$ cat config.mk
export PLATFORM = sky130hd
export DESIGN_NAME = exec_unit
export DESIGN_NICKNAME = d
export VERILOG_FILES = /design/src/rtl/exec_unit.sv
export SDC_FILE = /design/constraint.sdc
export NUM_CORES = 1
export LEC_CHECK = 0
export BUFFER_PORTS_ARGS = -buffer_cell sky130_fd_sc_hd__buf_2
export CORE_AREA = 2 2 138 140
export DETAILED_ROUTE_END_ITERATION = 12
export DIE_AREA = 0 0 140 142
export GPL_TIMING_DRIVEN = 0
export MAX_ROUTING_LAYER = met4
export PLACE_DENSITY = 0.66
export SLEW_MARGIN = 20
export SYNTH_ARGS = -nofsm -noshare
export SYNTH_HDL_FRONTEND = slang
export SYNTH_SLANG_ARGS = --single-unit
$ cat constraint.sdc
create_clock -name clk -period 3.9 [get_ports clk]
set_input_delay 0.585 -clock clk [delete_from_list [all_inputs] [get_ports clk]]
set_output_delay 0.585 -clock clk [all_outputs]
set_load 0.05 [all_outputs]
$ cat src/rtl/exec_unit.sv
// Execute/writeback stage: reads two registers, runs the ALU or an
// iterative shifter, then writes the result and Z/C/N flags back.
module exec_unit #(
    parameter int WORD_SIZE = 16,
    parameter int COUNT = 32,
    localparam int COUNT_BITS = $clog2(COUNT)
) (
    input  logic                  clk,
    input  logic                  rst_n,
    input  logic                  start,
    input  logic [3:0]            op,
    input  logic [COUNT_BITS-1:0] idx_x,
    input  logic [COUNT_BITS-1:0] idx_y,
    input  logic [3:0]            imm,
    output logic                  busy,
    output logic                  done,
    output logic                  err,
    output logic [COUNT_BITS-1:0] reg_idx_a,
    output logic [COUNT_BITS-1:0] reg_idx_b,
    input  logic [WORD_SIZE-1:0]  reg_data_a,
    input  logic [WORD_SIZE-1:0]  reg_data_b,
    output logic [WORD_SIZE-1:0]  wr_data,
    output logic [COUNT_BITS-1:0] wr_idx,
    output logic                  wr_en,
    output logic                  flag_z,
    output logic                  flag_c,
    output logic                  flag_n
);

    localparam logic [3:0] OP_ADD = 4'd0;
    localparam logic [3:0] OP_ADC = 4'd1;
    localparam logic [3:0] OP_SUB = 4'd2;
    localparam logic [3:0] OP_AND = 4'd3;
    localparam logic [3:0] OP_OR  = 4'd4;
    localparam logic [3:0] OP_XOR = 4'd5;
    localparam logic [3:0] OP_CMP = 4'd6;
    localparam logic [3:0] OP_MOV = 4'd7;
    localparam logic [3:0] OP_INC = 4'd8;
    localparam logic [3:0] OP_DEC = 4'd9;
    localparam logic [3:0] OP_SHR = 4'd10;
    localparam logic [3:0] OP_SHL = 4'd11;

    localparam logic [WORD_SIZE:0] ONE = {{WORD_SIZE{1'b0}}, 1'b1};

    typedef enum logic [2:0] {
        S_IDLE,
        S_READ,
        S_EXEC,
        S_SHIFT,
        S_WB
    } state_t;

    state_t               state;
    logic [3:0]           op_q;
    logic [3:0]           imm_q;
    logic [3:0]           cnt;
    logic [WORD_SIZE-1:0] op_a;
    logic [WORD_SIZE-1:0] op_b;

    logic [WORD_SIZE:0]   sum;
    logic [WORD_SIZE-1:0] alu_res;
    logic                 alu_c;
    logic                 alu_wr;
    logic                 alu_fl;
    logic                 alu_ill;
    logic                 is_shift;
    logic                 shl;
    logic [WORD_SIZE-1:0] sh_res;
    logic                 sh_c;

    assign is_shift = (op_q == OP_SHR) || (op_q == OP_SHL);
    assign shl      = (op_q == OP_SHL);

    always_comb begin
        sum     = '0;
        alu_res = '0;
        alu_c   = 1'b0;
        alu_wr  = 1'b1;
        alu_fl  = 1'b1;
        alu_ill = 1'b0;
        case (op_q)
            OP_ADD: sum = {1'b0, op_a} + {1'b0, op_b};
            OP_ADC: sum = {1'b0, op_a} + {1'b0, op_b}
                        + {{WORD_SIZE{1'b0}}, flag_c};
            OP_SUB: sum = {1'b0, op_a} - {1'b0, op_b};
            OP_CMP: begin
                sum    = {1'b0, op_a} - {1'b0, op_b};
                alu_wr = 1'b0;
            end
            OP_AND: sum = {1'b0, op_a & op_b};
            OP_OR:  sum = {1'b0, op_a | op_b};
            OP_XOR: sum = {1'b0, op_a ^ op_b};
            OP_MOV: begin
                sum    = {1'b0, op_b};
                alu_fl = 1'b0;
            end
            OP_INC: sum = {1'b0, op_a} + ONE;
            OP_DEC: sum = {1'b0, op_a} - ONE;
            OP_SHR, OP_SHL: sum = {1'b0, op_a};
            default: begin
                alu_wr  = 1'b0;
                alu_fl  = 1'b0;
                alu_ill = 1'b1;
            end
        endcase
        alu_res = sum[WORD_SIZE-1:0];
        alu_c   = sum[WORD_SIZE];
    end

    // One bit per cycle; carry takes whichever bit falls off the end
    always_comb begin
        sh_res = shl ? {op_a[WORD_SIZE-2:0], 1'b0}
                     : {1'b0, op_a[WORD_SIZE-1:1]};
        sh_c   = shl ? op_a[WORD_SIZE-1] : op_a[0];
    end

    always_ff @(posedge clk or negedge rst_n) begin
        if (!rst_n) begin
            state     <= S_IDLE;
            op_q      <= '0;
            imm_q     <= '0;
            cnt       <= '0;
            op_a      <= '0;
            op_b      <= '0;
            busy      <= 1'b0;
            done      <= 1'b0;
            err       <= 1'b0;
            reg_idx_a <= '0;
            reg_idx_b <= '0;
            wr_data   <= '0;
            wr_idx    <= '0;
            wr_en     <= 1'b0;
            flag_z    <= 1'b0;
            flag_c    <= 1'b0;
            flag_n    <= 1'b0;
        end else begin
            unique case (state)
                S_IDLE: begin
                    if (start) begin
                        op_q      <= op;
                        imm_q     <= imm;
                        reg_idx_a <= idx_x;
                        reg_idx_b <= idx_y;
                        busy      <= 1'b1;
                        state     <= S_READ;
                    end
                end
                S_READ: begin
                    op_a  <= reg_data_a;
                    op_b  <= reg_data_b;
                    state <= S_EXEC;
                end
                S_EXEC: begin
                    if (is_shift && imm_q != '0) begin
                        cnt   <= imm_q;
                        state <= S_SHIFT;
                    end else begin
                        done   <= 1'b1;
                        err    <= alu_ill;
                        wr_en  <= alu_wr;
                        if (alu_wr) begin
                            wr_data <= alu_res;
                            wr_idx  <= reg_idx_a;
                        end
                        if (alu_fl) begin
                            flag_z <= (alu_res == '0);
                            flag_c <= alu_c;
                            flag_n <= alu_res[WORD_SIZE-1];
                        end
                        state <= S_WB;
                    end
                end
                S_SHIFT: begin
                    op_a <= sh_res;
                    cnt  <= cnt - 4'd1;
                    if (cnt == 4'd1) begin
                        done    <= 1'b1;
                        wr_en   <= 1'b1;
                        wr_data <= sh_res;
                        wr_idx  <= reg_idx_a;
                        flag_z  <= (sh_res == '0);
                        flag_c  <= sh_c;
                        flag_n  <= sh_res[WORD_SIZE-1];
                        state   <= S_WB;
                    end
                end
                S_WB: begin
                    done  <= 1'b0;
                    err   <= 1'b0;
                    wr_en <= 1'b0;
                    busy  <= 1'b0;
                    state <= S_IDLE;
                end
                default: state <= S_IDLE;
            endcase
        end
    end

endmodule

==> results.md <==
- The final clock skew is 0.01032 ns.
- From synthesis to final layout, the design area changed by 24.15%.
- The library cell used most frequently in the layout, excluding fill and tap cells, is sky130_fd_sc_hd__nand2_1.
- The worst flop-to-flop path startpoint is op_q[2].
- Leaving out fill and tap cells, the most frequent cells in the layout are 107 x sky130_fd_sc_hd__nand2_1, 91 x sky130_fd_sc_hd__buf_2, 77 x sky130_fd_sc_hd__dfrtp_1.
- In the synthesized netlist, mux cells make up 5.284% of the area.
- The core area is 18460 um2.
- Counting flops with an async set or reset pin after synthesis yields a share of between 90% and 100%.
- The number of antenna violations at the first check in global routing came to 0.
- The iteration count of the initial detailed-routing pass is 9.
- The checks that failed: DRC.
- The wire length of the first global-routing pass is 39.47 mm.
- The number of endpoints with negative hold slack in the final report is 0.
- The flow ran to the end, but the final reports show violations.
- The cell area that synthesis handed to floorplanning was 7269 um2.
- In this run the vertical extent of the chip is 142 um.
- The adder-cell share of the synthesized area is 9.501%.
- For this design the top-level I/O count stands at 91.
- The average instance area after synthesis is 8.159 um2.
- The initialized floorplan defines 50 standard-cell rows.
- During synthesis, Yosys emitted a total of 0 warnings.
- The cell with the largest stage delay on the worst path is sky130_fd_sc_hd__dfrtp_2.
- The endpoint class of the critical path is a register.
- In the global route stage, overall resource usage came out at 25.95%.
- The number of hold-repair buffers added at the cts stage is 0.
- Routability-driven placement finished with a final weighted congestion of 0.9829.
- The post-detailed-route DRC marker count is 1.
- Walking the worst path, the cells encountered are buf_8, inv_4, nand2_1, nor3_4, buf_4, clkbuf_8, a21oi_1, ha_1, a41oi_2, o21ai_2, or3_1, o21a_1, xnor2_1, o211ai_1, a211o_1, buf_4, buf_4, a21oi_2, o21ai_0.
- At the end of the flow, the number of nets in the layout was 1134.
- After detailed routing, the number of vias per cell comes to 5.994.
- The maximum cell stage delay along the critical path is approximately 0.44 ns.
- After legalization and detailed placement, the total HPWL measured 19.19 mm.
- The number of global-route vias before repair is 7094.
- For this run, global-route usage on met2 was measured as about 40%.
- The count of input and output buffers is 90.
- The clock net sink count is between 80 and 90.
- In this run the remaining antenna-violating nets after routing total 0.
- Based on the critical path, the design can be clocked at up to 259.6 MHz.
- The largest net degree at the start of global routing is 55.
- Of the total synthesized cell area, the portion taken by XOR and XNOR cells is about 2.9%.
- The setup path with the least slack is of type register to register.
- The iteration-0 DRC count of the detailed router is about 760.
- 0 antenna diodes ended up in the layout.
- Synthesis inferred 85 register bits.
- The count of flip-flops with a built-in enable after synthesis is 0.
- The critical path startpoint is op_q[2].
- The met1 usage is roughly a third.
- The number of buffers inserted during clock tree synthesis is 9.
- The post-route clock period utilization is 98.77%.
- The via total after detailed routing is 7589.
- After synthesis, the largest family of logic cells by area is compound AO/OA/AOI/OAI gates.
- When the netlist entered floorplanning its net count stood at 998.
- Cells fill between 40% and 50% of the core in the end.
- The path class of the lowest-slack min-delay path is input pin to async pin.
- The largest fanout on the critical path is 10.
- After detailed routing, the total wire length is 25.50 mm.
- At the worst endpoint, the required time is between 4 and 5 ns.
- The number of distinct library cells after synthesis is 86.
- After routing the design area is 9025 um2.
- The worst path in the final design needs a cycle of 3.852 ns, including I/O delays and setup.
- The data arrival time of the critical path is between 4 and 5 ns.
- The clock tree buffer depth is 2.
- The worst relative slew slack is 32.38%.
- The per-cell routed wire length is 20.15 um.
- The post-synthesis sequential area ratio is ~30%.
- The root buffer cell chosen for the clock tree is sky130_fd_sc_hd__clkbuf_16.
- The number of cells produced by synthesis is 891.
- The transition time at the pin with the least slew margin is 1.001 ns.
- After clock tree synthesis, the clock-pin slew on the worst setup and hold paths is 0.07 ns.
- Setup repair after global routing could not meet its margin everywhere.
- The area of the die is 19880 um2.
- TritonCTS built the clock tree.
- The global-route track usage on met3 is 2.961%.
- The simple-gate area share of the yosys netlist is 20.64%.
- The area fraction in compound gates after synthesis is a little over a quarter.
- The final number of max-transition violations is 0.
- Once routing completed, OpenROAD measured the worst setup slack at 0.04802 ns.
- The fraction of final layout cells sized beyond drive strength 1 is 25.00%.
- The summed negative setup slack over all endpoints is 0 ns.
- The number of maximum-capacitance violations is 0.
- In this run the horizontal extent of the chip is 140 um.
- The most used flip-flop cell after synthesis is sky130_fd_sc_hd__dfrtp_1.
- In this design, the critical path's most frequently occurring cell is sky130_fd_sc_hd__buf_4.
- The cell area after placement is 8050 um2.
- The clock tree synthesis step divided the H-tree into 3 levels.
- Prior to clock tree synthesis, the placed netlist has a worst setup slack of -0.8480 ns.
- The source-to-sink clock delay at the later pin of the worst-skew pair is 0.35 ns.
- Setup violations remaining at the end of the flow were counted as 0.
- The global routing stage identified its most utilized layer as met2.
- The total overflow left after global routing is 0.
- The starting density of the core is 39.39%.
- STA classifies the critical path startpoint as a register.
registers in the layout, summed over array words and instances, names as in the netlist:
name / count
state: 3
reg_idx_b: 5
imm_q: 4
flag_c: 1
wr_idx: 5
cnt: 4
op_q: 4
reg_idx_a: 5
err: 1
flag_n: 1
flag_z: 1
wr_data: 16
busy: 1
op_b: 16
wr_en: 1
op_a: 16
done: 1
worst max-delay path, delay by kind of cell (launching register included):
kind / cells / cell delay, ns
adder cells (fa/ha/maj): 1 / 0.36
AO/OA/AOI/OAI: 8 / 1.35
XOR/XNOR: 1 / 0.14
AND/OR/NAND/NOR: 3 / 0.59
flip-flops: 1 / 0.44
buffers and inverters: 6 / 0.83
synth_stat cells (3+ instances only):
cell type,count,share of area [%]
sky130_fd_sc_hd__o21a_1,12,1.2
sky130_fd_sc_hd__nand2b_1,9,0.77
sky130_fd_sc_hd__buf_6,4,0.62
sky130_fd_sc_hd__o31ai_1,8,0.83
sky130_fd_sc_hd__a22o_1,3,0.36
sky130_fd_sc_hd__a311oi_1,3,0.36
sky130_fd_sc_hd__or3_1,6,0.52
sky130_fd_sc_hd__and2_1,8,0.69
sky130_fd_sc_hd__a211oi_1,8,0.83
sky130_fd_sc_hd__and3_1,8,0.69
sky130_fd_sc_hd__nand4_1,12,1.0
sky130_fd_sc_hd__nor3b_1,4,0.41
sky130_fd_sc_hd__mux2_2,27,4.2
sky130_fd_sc_hd__or4_1,3,0.31
sky130_fd_sc_hd__o211a_1,4,0.55
sky130_fd_sc_hd__xnor2_1,16,1.9
sky130_fd_sc_hd__dfrtp_1,85,29
sky130_fd_sc_hd__a21o_1,10,1.0
sky130_fd_sc_hd__inv_1,46,2.4
sky130_fd_sc_hd__nand3_1,23,1.6
sky130_fd_sc_hd__nor2b_1,9,0.77
sky130_fd_sc_hd__ha_1,52,9.0
sky130_fd_sc_hd__o211ai_1,17,1.8
sky130_fd_sc_hd__a211o_1,3,0.36
sky130_fd_sc_hd__clkbuf_1,46,2.4
sky130_fd_sc_hd__a221oi_1,5,0.60
sky130_fd_sc_hd__nor4_1,10,0.86
sky130_fd_sc_hd__a2111oi_0,4,0.48
sky130_fd_sc_hd__xor2_1,8,0.96
sky130_fd_sc_hd__mux2i_1,8,1.1
sky130_fd_sc_hd__a22oi_1,9,0.93
sky130_fd_sc_hd__o21ai_1,4,0.28
sky130_fd_sc_hd__a21oi_1,72,5.0
sky130_fd_sc_hd__o21ai_0,73,5.0
sky130_fd_sc_hd__nand2_1,107,5.5
sky130_fd_sc_hd__nor2_1,63,3.3
sky130_fd_sc_hd__nor3_1,20,1.4
sky130_fd_sc_hd__o311a_1,3,0.41
sky130_fd_sc_hd__a31oi_1,5,0.43
sky130_fd_sc_hd__o2111ai_1,5,0.60
sky130_fd_sc_hd__a222oi_1,6,0.83
area by class of cell:
cell class                 count  area, um2
clock buffer                   9      225.2
timing repair buffer         127      747.0
clock inverter                 7      110.1
multi-input combinational    706       5051
fill                        1757       9430
tap                          234      292.8
sequential                    85       2137
inverter                      46      175.2
buffer                        52      286.5
per-stage QoR:
stage / hold WS, ns / instances
CTS: 0.3171 / 1242
floorplan: 0.2894 / 891
finish: 0.2917 / 1266
global placement: 0.4663 / 1215
global route: 0.3568 / 1266
detailed placement: 0.4699 / 1216
layer usage:
metal	vias to the layer above	wire, um
met3	45	1874
met2	326	11800
li1	3561	-
met1	3657	11060
met4	0	767
met5	-	0
repair_timing:
action / 4_1_cts / 5_1_grt
endpoints found under the hold margin: 0 / 0
pin swaps: 9 / 23
buffers inserted: 12 / 24
gates resized for setup: 35 / 61
setup endpoints to repair: 12 / 9
path summary, 6_finish.rpt:
| kind | endpoint | slack [ns] | cells after the start |
|---|---|---|---|
| hold reg to reg | wr_data[2] | 0.48 | 1 |
| hold / removal | op_b[15] | 0.29 | 1 |
| min in group clk | op_b[8] | 0.43 | 3 |
| max in group asynchronous | op_q[2] | 2.95 | 2 |
| setup / recovery | wr_data[12] | 0.05 | 19 |
| setup reg to reg | wr_data[12] | 0.05 | 19 |
cell families (layout without fill, tap and decap cells):
| group | Yosys count | after routing |
|---|---|---|
| AOI/OAI and AO/OA | 290 | 290 |
| xor gates and xnor gates | 24 | 24 |
| adders and majority gates | 54 | 54 |
| buffers and inverters | 100 | 241 |
| DFF | 85 | 85 |
| muxes | 35 | 35 |
| and+or+nand+nor | 303 | 303 |
Power is not shown: default switching activity piles up to over one toggle a cycle in this logic, so the estimate is an artifact.
